## src/rtl/lfsr_rng_bank_if.sv

```systemverilog
// Bus bundle for lfsr_rng_bank.
//   master : drives seed, load, en, prob; observes dataOut, valid, sample, sampleValid
//   slave  : the RNG bank itself
// Channel c of any NCH*W bus occupies bits [c*W +: W].
interface lfsr_rng_bank_if #(
  parameter int W   = 8,
  parameter int NCH = 4
);
  logic [NCH*W-1:0] seed;
  logic             load;
  logic             en;
  logic [NCH*W-1:0] prob;
  logic [NCH*W-1:0] dataOut;
  logic             valid;
  logic [NCH-1:0]   sample;
  logic             sampleValid;

  modport master (
    output seed, load, en, prob,
    input  dataOut, valid, sample, sampleValid
  );

  modport slave (
    input  seed, load, en, prob,
    output dataOut, valid, sample, sampleValid
  );
endinterface

```

## src/rtl/lfsr_rng_bank.sv

```systemverilog
// lfsr_rng_bank: NCH independent Fibonacci LFSRs with lock-up protection,
// a programmable warm-up after reset/reseed, and lock-step stepping on en.
//
// Ports:
//   clk   : rising-edge clock
//   reset : synchronous, active-high; reloads seeds and restarts warm-up
//   bus   : lfsr_rng_bank_if.slave (seed, load, en, prob in;
//           dataOut, valid, sample, sampleValid out)
//
// Optional feature macro: RNG_BERNOULLI_EN
//   defined   -> per-channel comparator sample[c] = dataOut[c] < prob[c],
//                registered on each honoured step, strobed by sampleValid
//   undefined -> sample/sampleValid tied low, prob ignored
//
// state | meaning
// WARM  | free-running warm-up, cnt counts completed steps, valid low
// RUN   | output valid, channels step only on en
module lfsr_rng_bank #(
  parameter int             W      = 8,
  parameter int             NCH    = 4,
  parameter logic [W-1:0]   TAPS   = 8'hB8,
  parameter int             WARMUP = 4
) (
  input  logic              clk,
  input  logic              reset,
  lfsr_rng_bank_if.slave    bus
);

  typedef enum logic {WARM, RUN} state_t;

  // With WARMUP == 0 the bank never enters WARM, so WARM_LAST is unused.
  localparam state_t     START_STATE = (WARMUP == 0) ? RUN : WARM;
  localparam logic [7:0] WARM_LAST   = 8'((WARMUP == 0) ? 0 : WARMUP - 1);

  state_t           state, state_nxt;
  logic [7:0]       cnt, cnt_nxt;
  logic             step;
  logic [NCH*W-1:0] data;

  // The (r == 0) term forces an all-zero register to step to 1.
  function automatic logic [W-1:0] lfsr_step(input logic [W-1:0] r);
    logic fb;
    fb = (^(r & TAPS)) ^ (r == '0);
    return {r[W-2:0], fb};
  endfunction

  always_ff @(posedge clk) begin
    if (reset) begin
      state <= START_STATE;
      cnt   <= 8'd0;
    end else begin
      state <= state_nxt;
      cnt   <= cnt_nxt;
    end
  end

  always_comb begin
    state_nxt = state;
    cnt_nxt   = cnt;
    step      = 1'b0;
    if (bus.load) begin
      state_nxt = START_STATE;
      cnt_nxt   = 8'd0;
    end else begin
      case (state)
        WARM: begin
          step    = 1'b1;
          cnt_nxt = cnt + 8'd1;
          if (cnt == WARM_LAST) state_nxt = RUN;
        end
        RUN: step = bus.en;
        default: state_nxt = START_STATE;
      endcase
    end
  end

  always_ff @(posedge clk) begin
    if (reset || bus.load) begin
      data <= bus.seed;
    end else if (step) begin
      for (int c = 0; c < NCH; c++) begin
        data[c*W +: W] <= lfsr_step(data[c*W +: W]);
      end
    end
  end

  assign bus.dataOut = data;
  assign bus.valid   = (state == RUN);

`ifdef RNG_BERNOULLI_EN
  logic [NCH-1:0] cmp;
  logic [NCH-1:0] sample_q;
  logic           sample_valid_q;

  // Compare uses the pre-step word, i.e. the value visible on dataOut.
  always_comb begin
    cmp = '0;
    for (int c = 0; c < NCH; c++) begin
      cmp[c] = data[c*W +: W] < bus.prob[c*W +: W];
    end
  end

  always_ff @(posedge clk) begin
    if (reset || bus.load) begin
      sample_q       <= '0;
      sample_valid_q <= 1'b0;
    end else if ((state == RUN) && bus.en) begin
      sample_q       <= cmp;
      sample_valid_q <= 1'b1;
    end else begin
      sample_valid_q <= 1'b0;
    end
  end

  assign bus.sample      = sample_q;
  assign bus.sampleValid = sample_valid_q;
`else
  assign bus.sample      = '0;
  assign bus.sampleValid = 1'b0;
`endif

endmodule

```

## src/flat_wrapper.sv

```systemverilog
// flat-port wrapper written by rule: the top's interface ports become plain ports
module lfsr_rng_bank_flat 
#(
  parameter int             W      = 8,
  parameter int             NCH    = 4,
  parameter logic [W-1:0]   TAPS   = 8'hB8,
  parameter int             WARMUP = 4
)
  (clk, reset, bus_seed, bus_load, bus_en, bus_prob, bus_dataOut, bus_valid, bus_sample, bus_sampleValid);
  lfsr_rng_bank_if #(.W(W), .NCH(NCH)) bus_i ();
  input  logic clk;
  input  logic reset;
  input wire logic [$bits(bus_i.seed)-1:0] bus_seed;
  input wire logic [$bits(bus_i.load)-1:0] bus_load;
  input wire logic [$bits(bus_i.en)-1:0] bus_en;
  input wire logic [$bits(bus_i.prob)-1:0] bus_prob;
  output wire logic [$bits(bus_i.dataOut)-1:0] bus_dataOut;
  output wire logic [$bits(bus_i.valid)-1:0] bus_valid;
  output wire logic [$bits(bus_i.sample)-1:0] bus_sample;
  output wire logic [$bits(bus_i.sampleValid)-1:0] bus_sampleValid;
  assign bus_i.seed = bus_seed;
  assign bus_i.load = bus_load;
  assign bus_i.en = bus_en;
  assign bus_i.prob = bus_prob;
  assign bus_dataOut = bus_i.dataOut;
  assign bus_valid = bus_i.valid;
  assign bus_sample = bus_i.sample;
  assign bus_sampleValid = bus_i.sampleValid;
  lfsr_rng_bank #(.W(W), .NCH(NCH), .TAPS(TAPS), .WARMUP(WARMUP)) u_core (.clk(clk), .reset(reset), .bus(bus_i));
endmodule
```

## config.mk

```make
export PLATFORM = sky130hd
export DESIGN_NAME = lfsr_rng_bank_flat
export DESIGN_NICKNAME = d
export VERILOG_FILES = /design/src/rtl/lfsr_rng_bank_if.sv /design/src/rtl/lfsr_rng_bank.sv /design/src/flat_wrapper.sv
export SDC_FILE = /design/constraint.sdc
export NUM_CORES = 1
export LEC_CHECK = 0
export ABC_AREA = 1
export CELL_PAD_IN_SITES_DETAIL_PLACEMENT = 0
export CELL_PAD_IN_SITES_GLOBAL_PLACEMENT = 1
export CORE_MARGIN = 5
export CORE_UTILIZATION = 31
export DETAILED_ROUTE_END_ITERATION = 12
export PLACE_DENSITY_LB_ADDON = 0.05
export RECOVER_POWER = 25
export SLEW_MARGIN = 20
export SYNTH_ARGS = -nofsm -noshare
export SYNTH_HDL_FRONTEND = slang
export SYNTH_SLANG_ARGS = --single-unit
```

## constraint.sdc

```tcl
create_clock -name clk -period 5.78 [get_ports clk]
set_input_delay 1.156 -clock clk [delete_from_list [all_inputs] [get_ports clk]]
set_output_delay 1.156 -clock clk [all_outputs]
set_load 0.01 [all_outputs]
```

# ---- Word level (Yosys, flattened, before mapping)
# Cells that the tools add are included.
# W data, S select, Z words.
dict set report classes {
  addsub 1
  eq_ne 1
  muxes 6
  bitwise 5
  reduce_logical 11
}
# cell count
set op_table {}
lappend op_table {{$mux W32} 2}
lappend op_table {{$logic_not A8 Y1} 4}
lappend op_table {{$reduce_xor A8 Y1} 4}
lappend op_table {{$add A8 B1 Y8 const B} 1}
lappend op_table {{$eq A8 B2 Y1 const B} 1}
lappend op_table {{$xor A1 B1 Y1} 4}
lappend op_table {{$mux W1} 3}
lappend op_table {{$pmux W1 S2} 1}
lappend op_table {{$reduce_bool A2 Y1} 1}
lappend op_table {{$reduce_or A2 Y1} 1}
lappend op_table {{$logic_or A1 B1 Y1} 1}
lappend op_table {{$not A1 Y1} 1}
dict set report totals {
  register_bits 41
  inputBits 68
  out_inout_bits 38
  word_cells 27
}

# ---- Depth between registers and ports, before layout
# Gate-level depths: netlist of run 1.
dict set report depth {
  word_depth 5
  mapped_depth 10
  mapped_depth_nobuf 10
}

# ---- Worst setup path before layout of run 1
# No wires, ideal clock.
dict set report synth_timing {
  path_type {input-to-reg}
  start {input bus_load}
  end {register u_core.data[0] (netlist: u_core.bus.dataOut[0]), enable pin}
  setup_ns 0.559
  arrival_time_ns 2.427
  t_required_ns 5.221
  slack_ns 2.795
  cell_stages 5
  n_path_buf 2
  cell_sequence {or2_1 > buf_6 > inv_6 > buf_6 > nand3b_1}
}
dict set report synth_between {
  elab_chain_cells 2
  elab_cells_between_ends 3
  classes_between {mux: 1; reduce/logical: 2}
}
# element line_no
set synth_lines {}
lappend synth_lines {{start: declaration} flat_wrapper.sv:14} ;# input wire logic [$bits(bus_i.load)-1:0] bus_load;
lappend synth_lines {{$mux W1 or $logic_or A1 B1 Y1 (tied branches)} {lfsr_rng_bank.sv:61, lfsr_rng_bank.sv:78}}
lappend synth_lines {{$reduce_bool A2 Y1 (no source line) *} --}
lappend synth_lines {{end signal: assignment} lfsr_rng_bank.sv:79} ;# data <= bus.seed;
lappend synth_lines {{end signal: indexed assignment} lfsr_rng_bank.sv:82} ;# data[c*W +: W] <= lfsr_step(data[c*W +: W]);
lappend synth_lines {{end: declaration} lfsr_rng_bank.sv:38} ;# logic [NCH*W-1:0] data;
# Every way passes the cells marked *; elsewhere a longest branch is shown, timed or not.
# A chain may end at the register's enable or synchronous reset.

# ---- Final worst setup path of run 1
dict set report layout_timing {
  start {input bus_load}
  end {register u_core.data[1] (netlist: u_core.bus.dataOut[1]), enable pin}
}
# The elaborated chain is that of the path after synthesis.

==> flow_summary_export.csv, run 1 <==
group,metric,value,unit
outcome,status,"completed",
final_layout,final_common_cell,"nand2_1",
placed_design,portBuffers,68,
grt,globalRouteTotalUtil,0.117,
final_layout,final_util,0.436,
final_layout,area_growth,35.8,%
timing,hold_ws,0.490,ns
drt,vias,1828,
cts,root_buffer,"clkbuf_8",
timing,skew,0.00864,ns
final_layout,nFillCells,741,
cts,cts_buffers,5,
logic_synthesis,yosys_register_bits,41,
logic_synthesis,ys.warnings.count,0,
final_layout,final-seq-area,1140,um2
critical_path,reg2reg_to,"u_core.bus.dataOut[24]",
floorplanning,io_pins,106,
timing,slew_headroom,0.390,
cts,clock_path_buffers,2,
final_layout,layoutNonFillerInstCount,434,
final_layout,fin_area,2980,um2
final_layout,fin_nets,411,
drt,ant_nets,0,
critical_path,r2r-start,"u_core.bus.dataOut[29]",
drt,drc,0,
critical_path,start_kind,"primary input",
power_and_ir_drop,power.total,0.678,mW
critical_path,cp-endpoint,"u_core.bus.dataOut[1]",
placed_design,gp_congestion,0.706,
drt,vias_per_cell,4.21,
cts,clkSlewWorstSetupHoldPaths,0.08,ns
cts,htree_levels,2,
grt,grt_max_degree,53,
drt,drt_wl_total,5060,um
final_layout,drive_gt1_frac,0.0325,
grt,grt_pass1_wl,8060,um
timing,clock.fmax,253,MHz
drt,drtIter0Drc,63,
logic_synthesis,syn_area,2190,um2
placed_design,place.detailed.instances,427,
floorplanning,start_util,0.321,
drt,wl_met1,2530,um
drt,dr_wl_met3,363,um
drt,top_layer,"met4",
drt,drt_first_pass_iters,4,
final_layout,final_cell_mix,"110 x nand2_1, 60 x clkdlybuf4s50_1, 32 x edfxtp_1, 29 x inv_1, 21 x nor2_1",
grt,antenna_found_initial,0,
timing,post-route-min-period,3.95,ns
floorplanning,die-width,94.1,um
floorplanning,die_area,8860,um2
logic_synthesis,ys_seq_area_frac,0.520,
power_and_ir_drop,leakage,1.31,nW
placed_design,preCtsSetupSlack,2.47,ns
grt,grt.overflow.total,0,
placed_design,hpwlAfterDp,3600,um
cts,post_cts_resized,0,
min_path,holdPathStages,2,
power_and_ir_drop,powerDensity,228,nW/um2
timing,rsz0062_at_grt,"no",
timing,tightest_slew,0.911,ns
timing,min_period_over_period,0.683,
cts,cts_num_sinks,41,
drt,wire_per_inst,11.7,um
placed_design,dpl_cell_area,2920,um2
grt,first_global_vias,1662,
min_path,hold_class,"reg2reg",
critical_path,worstPathArrival,3.89,ns
floorplanning,die_height,94.1,um
timing,finalSetupViolCount,0,
power_and_ir_drop,max-vdd-ir-drop,0.0839,mV
floorplanning,std_cell_rows,30,
timing,fin_ws,1.83,ns
timing,drv_slew,0,
critical_path,r2r_slack,4.33,ns
flow_run,drv_cap,0,
floorplanning,core-area,6830,um2
critical_path,critPathRequiredTime,5.72,ns
critical_path,ff2ff_path_depth,10,
critical_path,crit_start,"bus_load",
cts,ctsHoldBuffers,0,
critical_path,endpoint_kind,"register",
critical_path,path_class,"in2reg",
cts,clock_latency,0.29,ns
cts,cts_setup_buffers,0,
final_layout,multiInputGateArea,828,um2
logic_synthesis,synth_cell_types,25,
final_layout,diodes,0,
timing,setup_tns,0,ns
timing,hold_viol,0,
logic_synthesis,synth_cells,270,
drt,wl_met2,2100,um
critical_path,crit_fanout,52,
cts,tritoncts,"yes",
logic_synthesis,syn_avg_cell_area,8.12,um2
logic make-up after synthesis:
logic type,Yosys count,share of synthesized area
other,1,0.00171
DFF,41,0.520
buffers and inverters,44,0.105
adders and majority gates,5,0.0285
AOI/OAI and AO/OA,23,0.0542
and+or+nand+nor,156,0.290
synth_stat cells (all sizes together):
cell type  number  area share
nor4            1      0.0029
nand4           1      0.0029
dfxtp           9       0.082
or2             1      0.0029
conb            1      0.0017
inv            31       0.055
o21ai          18       0.043
nor3b           1      0.0034
edfxtp         32        0.44
nor3            3      0.0091
nand3          14       0.032
buf            13       0.050
nor2           22       0.039
a21oi           5       0.011
nand2         110        0.19
nand3b          3       0.010
ha              5       0.029
final cells by class:
type	count	share of cell area
Multi-Input combinational cell	189	0.278
Timing Repair Buffer	70	0.234
Sequential cell	41	0.383
Clock buffer	6	0.0244
Clock inverter	1	0.00126
Tap cell	96	0.0403
Inverter	31	0.0395
flip-flops by register name (all words and copies together) (netlist names):
name / count
u_core.bus.valid: 1
u_core.bus.dataOut: 32
u_core.cnt: 8
critical path: stages:
cell,delay [ns]
dlygate4sd3_1,0.51
or2_2,0.10
buf_4,0.40
clkinvlp_2,0.90
nand3b_1,0.32
buf_4,0.42
worst min-delay path by stage:
stage	start	endpoint	slack, ns
after floorplan	u_core.cnt[4]	u_core.cnt[4]	0.45
after global placement	u_core.cnt[1]	u_core.cnt[1]	0.48
after detailed placement	u_core.cnt[1]	u_core.cnt[1]	0.49
after CTS	u_core.cnt[1]	u_core.cnt[1]	0.50
after global routing	u_core.cnt[1]	u_core.cnt[1]	0.52
final	u_core.cnt[1]	u_core.cnt[1]	0.49
per-layer routing:
metal,up-vias,global-route usage
met1,789,0.161
met5,-,0
met4,0,0.0361
met3,5,0.0425
li1,983,-
met2,51,0.172
report_power, final:
part	switching [mW]	internal [mW]
clock	0.0984	0.0816
combinational	0.0639	0.0762
sequential	0.0161	0.342
total	0.178	0.500
Note: power is estimated with default switching activity, not from simulation.
==> run 2, diff against run 1 <==
--- a/config.mk
+++ b/config.mk
@@ -9,7 +9,7 @@
 export CELL_PAD_IN_SITES_DETAIL_PLACEMENT = 0
 export CELL_PAD_IN_SITES_GLOBAL_PLACEMENT = 1
 export CORE_MARGIN = 5
-export CORE_UTILIZATION = 31
+export CORE_UTILIZATION = 28
 export DETAILED_ROUTE_END_ITERATION = 12
 export PLACE_DENSITY_LB_ADDON = 0.05
 export RECOVER_POWER = 25
==> constraint.sdc (replaced) <==
create_clock -name clk -period 3.8 [get_ports clk]
set_input_delay 0.76 -clock clk [delete_from_list [all_inputs] [get_ports clk]]
set_output_delay 0.76 -clock clk [all_outputs]
set_load 0.01 [all_outputs]
==> run 2 against run 1 <==
Combinational power increased by 52%; cell area increased by 0.84%; via count unchanged; critical path depth decreased by 1; final cell count increased by 1.6%; global-route usage decreased by 0.92 points.
==> flow_summary_export.csv, run 2 (same netlist as run 1, synthesis figures left out) <==
group,metric,value,unit
outcome,status,"completed",
critical_path,crit_start,"bus_load",
timing,skew,0.00323,ns
floorplanning,die_height,98.5,um
drt,drt_first_pass_iters,4,
min_path,holdPathStages,2,
drt,drt_wl_total,5210,um
cts,ctsHoldBuffers,0,
cts,htree_levels,2,
grt,first_global_vias,1743,
flow_run,drv_cap,0,
timing,min_period_over_period,0.644,
drt,ant_nets,0,
cts,clkSlewWorstSetupHoldPaths,0.08,ns
timing,drv_slew,0,
cts,root_buffer,"clkbuf_8",
cts,post_cts_resized,0,
power_and_ir_drop,leakage,1.32,nW
final_layout,final_cell_mix,"110 x nand2_1, 54 x clkdlybuf4s50_1, 32 x edfxtp_1, 29 x inv_1, 21 x nor2_1",
cts,cts_setup_buffers,0,
drt,vias,1828,
critical_path,path_class,"in2reg",
floorplanning,start_util,0.285,
critical_path,worstPathArrival,2.39,ns
placed_design,gp_congestion,0.689,
critical_path,reg2reg_to,"u_core.bus.dataOut[8]",
critical_path,start_kind,"primary input",
final_layout,multiInputGateArea,828,um2
drt,vias_per_cell,4.15,
drt,drc,0,
drt,drtIter0Drc,68,
cts,cts_num_sinks,41,
floorplanning,die_area,9700,um2
final_layout,fin_area,3000,um2
timing,setup_tns,0,ns
final_layout,diodes,0,
floorplanning,std_cell_rows,32,
timing,rsz0062_at_grt,"no",
final_layout,final-seq-area,1140,um2
timing,hold_viol,0,
placed_design,hpwlAfterDp,3760,um
floorplanning,core-area,7690,um2
cts,tritoncts,"yes",
final_layout,final_common_cell,"nand2_1",
drt,wire_per_inst,11.8,um
floorplanning,io_pins,106,
critical_path,ff2ff_path_depth,10,
grt,antenna_found_initial,0,
timing,post-route-min-period,2.45,ns
final_layout,drive_gt1_frac,0.0354,
critical_path,crit_fanout,32,
grt,grt_max_degree,33,
grt,grt_pass1_wl,8510,um
final_layout,largest_reg_flops,32,
min_path,hold_class,"reg2reg",
timing,clock.fmax,409,MHz
power_and_ir_drop,powerDensity,353,nW/um2
grt,grt.overflow.total,0,
final_layout,area_growth,37.0,%
critical_path,endpoint_kind,"register",
cts,cts_buffers,5,
final_layout,nFillCells,833,
placed_design,dpl_cell_area,2920,um2
power_and_ir_drop,max-vdd-ir-drop,0.113,mV
critical_path,critPathRequiredTime,3.75,ns
timing,finalSetupViolCount,0,
critical_path,r2r_slack,2.40,ns
placed_design,portBuffers,68,
cts,clock_latency,0.29,ns
grt,globalRouteTotalUtil,0.108,
final_layout,fin_nets,411,
cts,clock_path_buffers,2,
floorplanning,die-width,98.5,um
critical_path,cp-endpoint,"u_core.bus.dataOut[1]",
critical_path,r2r-start,"u_core.bus.dataOut[12]",
==> run 2: cell types whose count changed in the layout (fill, tap and decap cells not counted), moves of 6 or more <==
cell / previous run / this run
clkdlybuf4s50_1: 60 / 54
o21ai_0: 18 / 11
dlygate4sd3_1: 8 / 14
o21ai_1: 0 / 7
==> run 2: worst min path at each step <==
stage                        from            end  slack [ns]
finish              u_core.cnt[4]  u_core.cnt[4]        0.50
CTS                 u_core.cnt[1]  u_core.cnt[1]        0.50
detailed placement  u_core.cnt[1]  u_core.cnt[1]        0.48
global placement    u_core.cnt[1]  u_core.cnt[1]        0.48
floorplan           u_core.cnt[4]  u_core.cnt[4]        0.45
global route        u_core.cnt[1]  u_core.cnt[1]        0.53
==> run 2: report_power, final <==
part           leakage (nW)  switching [mW]  internal, mW
Combinational         0.857          0.0985         0.114
Sequential            0.419          0.0248         0.520
Clock                0.0455           0.156         0.149
==> run 2: per-layer routing <==
layer | share of wire | global-route usage | vias to the layer above | routed length (um)
met5 | 0 | 0 | - | 0
li1 | - | - | 984 | -
met2 | 0.41 | 0.156 | 48 | 2130
met1 | 0.52 | 0.154 | 790 | 2680
met3 | 0.060 | 0.0326 | 6 | 311
met4 | 0.016 | 0.0378 | 0 | 81
==> run 2: final cells by class <==
type,count,share of cell area
clock buffers,8,0.0300
inverters,31,0.0404
flip-flops and latches,41,0.380
repair buffers,70,0.232
multi-input cells,189,0.276
well taps,102,0.0425
==> run 2: stage by stage <==
stage,power (mW),setup slack (ns),hold WS [ns],cells,util
after global placement,0.778,1.01,0.483,433,0.380
after global routing,1.12,1.22,0.528,441,0.391
final,1.06,1.35,0.498,441,0.391
after floorplan,0.665,1.21,0.454,274,-
after CTS,1.08,1.34,0.497,441,0.392
after detailed placement,0.778,1.02,0.481,433,0.380
==> run 2: critical path: stages <==
cell and delay [ns]:
dlygate4sd3_1 0.51, or2_2 0.41, inv_6 0.18, nand3b_1 0.12, buf_4 0.39
==> patch (config.mk and constraints of run 2) <==
The option `RNG_BERNOULLI_EN` is turned on by a define.
--- a/src/rtl/lfsr_rng_bank.sv
+++ b/src/rtl/lfsr_rng_bank.sv
@@ -15,6 +15,8 @@
 // state | meaning
 // WARM  | free-running warm-up, cnt counts completed steps, valid low
 // RUN   | output valid, channels step only on en
+`define RNG_BERNOULLI_EN
+
 module lfsr_rng_bank #(
   parameter int             W      = 8,
   parameter int             NCH    = 4,
Function: changed (a bounded check fails within 10 cycles, from zero or initial values).
==> patch against run 2 <==
  * Combinational power is 58% higher
  * Synthesized area is 37% higher
  * Via count is 47% higher
  * Total power is 24% higher
  * Worst setup slack worse by 460 ps
  * Sequential cell count is 5 higher
  * Routed wire length is 49% higher
  * Design area is 43% higher
  * Critical path type unchanged
  * Critical endpoint is now u_core.bus.dataOut[0]
  * Largest cell class is now multi-input combinational cells
==> patch: results (changes against run 2) <==
metric,value,unit,change
status,completed,,unchanged
grt_pass1_wl,13000,µm,was 8510 µm
synth_cell_types,26,,was 25
dp_hpwl,6020,µm,was 3760 µm
insertedDiodeCount,0,,unchanged
grt_pass1_vias,2742,,was 1743
syn_inst,393,,was 270
fin_cells,635,,was 441
reg2reg_depth,4,,was 10
synthTopCellsByCount,"118 x nand2_1, 76 x inv_1, 33 x ha_1",,"was 110 x nand2_1, 32 x edfxtp_1, 29 x inv_1"
largest_reg_flops,32,,unchanged
holdCritPathClass,reg -> reg,,unchanged
drive_gt1_frac,0.0341,,was 0.0354
irDropWorstVdd,0.000139,V,was 0.000113 V
antenna_found_initial,0,,unchanged
placedCellCount,627,,was 433
yosys-top-cells-area,"edfxtp_1 32%, nand2_1 15%, ha_1 14%, inv_1 9.5%, dfxtp_1 9.3%",,"was edfxtp_1 44%, nand2_1 19%, dfxtp_1 8.2%, inv_1 5.0%, nor2_1 3.6%"
hp-start,u_core.bus.sample[1],,was u_core.cnt[4]
whs,465,ps,was 498 ps
numCtsBuffers,5,,unchanged
track_usage,0.122,,was 0.108
post_cts_buffers,0,,unchanged
gp_congestion,0.708,,was 0.689
synth_edf_count,32,,unchanged
first_iter_violations,103,,was 68
vias_per_cell,4.23,,was 4.15
worstHoldPathCells,2,,unchanged
wire_per_inst,12.2,µm,was 11.8 µm
r2r_slack,2160,ps,was 2400 ps
yosys_warnings,0,,unchanged
clk_path_buf_depth,2,,unchanged
finalClockSkew,7.15,ps,was 3.23 ps
root_buffer,clkbuf_8,,unchanged
cellLeakagePower,0.00202,µW,was 0.00132 µW
ys_seq_area_frac,0.412,,was 0.520
grt_max_degree,66,,was 33
hold_path_end,u_core.bus.sample[1],,was u_core.cnt[4]
worst_pin_slew,922,ps,
htree_levels,2,,unchanged
nNetsFinal,599,,was 411
cp_max_fo,32,,unchanged
worstReg2RegStart,u_core.bus.valid,,was u_core.bus.dataOut[12]
port_buffers,105,,was 68
dpl_cell_area,4190,µm²,was 2920 µm²
reg2reg_to,u_core.bus.dataOut[0],,was u_core.bus.dataOut[8]
## patch: changes by cell type in the layout (fill, tap and decap cells not counted), sizes merged, moves of 3 or more
cell / change
nand2: +9
ha: +28
inv: +50
dfxtp: +5
xnor2: +4
conb: -5
clkdlybuf4s50: +33
o21ai: +15
nand3b: -3
a21oi: +14
dlygate4sd3: +4
## patch: logic make-up (layout without fill, tap and decap cells)
family | Yosys count | after routing | synth area share
xor gates and xnor gates | 6 | 6 | 0.0174
and+or+nand+nor | 165 | 165 | 0.225
buffers and inverters | 89 | 195 | 0.118
DFF | 46 | 46 | 0.412
AOI/OAI and AO/OA | 54 | 54 | 0.0909
adders and majority gates | 33 | 33 | 0.137
## patch: final cells by class
class	instances	area, µm²
Clock inverter	1	30.0
Fill cell	1106	6130
Tap cell	136	170
Inverter	81	304
Sequential cell	46	1240
Multi-Input combinational cell	258	1410
Timing Repair Buffer	106	1060
Clock buffer	7	76.3
## patch: per-layer routing
| metal | wire length, µm | part of all wire | GRT usage | vias to the layer above |
|---|---|---|---|---|
| met3 | 388 | 0.050 | 0.0271 | 5 |
| met2 | 3680 | 0.47 | 0.203 | 62 |
| met4 | 51 | 0.0066 | 0.0272 | 0 |
| li1 | - | - | - | 1452 |
| met5 | 0 | 0 | 0 | - |
| met1 | 3630 | 0.47 | 0.162 | 1165 |
## patch: worst max path at each step
stage                     slack, ps  cells after the start                      to      from
after CTS                      1350                      6  u_core.bus.dataOut[27]  bus_load
after detailed placement       1030                      6   u_core.bus.dataOut[2]  bus_load
final                           890                      6   u_core.bus.dataOut[0]  bus_load
after global routing            670                      6  u_core.bus.dataOut[24]  bus_load
after floorplan                1630                      6   u_core.bus.dataOut[0]  bus_load
after global placement         1080                      6   u_core.bus.dataOut[0]  bus_load
## patch: power breakdown
part	internal, µW	total, µW	switching, µW
registers	573	607	34.1
clock network	197	368	171
logic	185	337	152
## patch: through the flow
step / utilization / setup slack [ps]
CTS: 0.413 / 1350
finish: 0.411 / 892
global placement: 0.402 / 1080
floorplan: - / 1630
detailed placement: 0.402 / 1030
global route: 0.411 / 667
## patch: worst max-delay path, cell delays in order
cell and delay, ps:
dlygate4sd3_1 530, nor2_1 710, inv_2 80, nor2_2 120
inv_2 40, or2_2 570
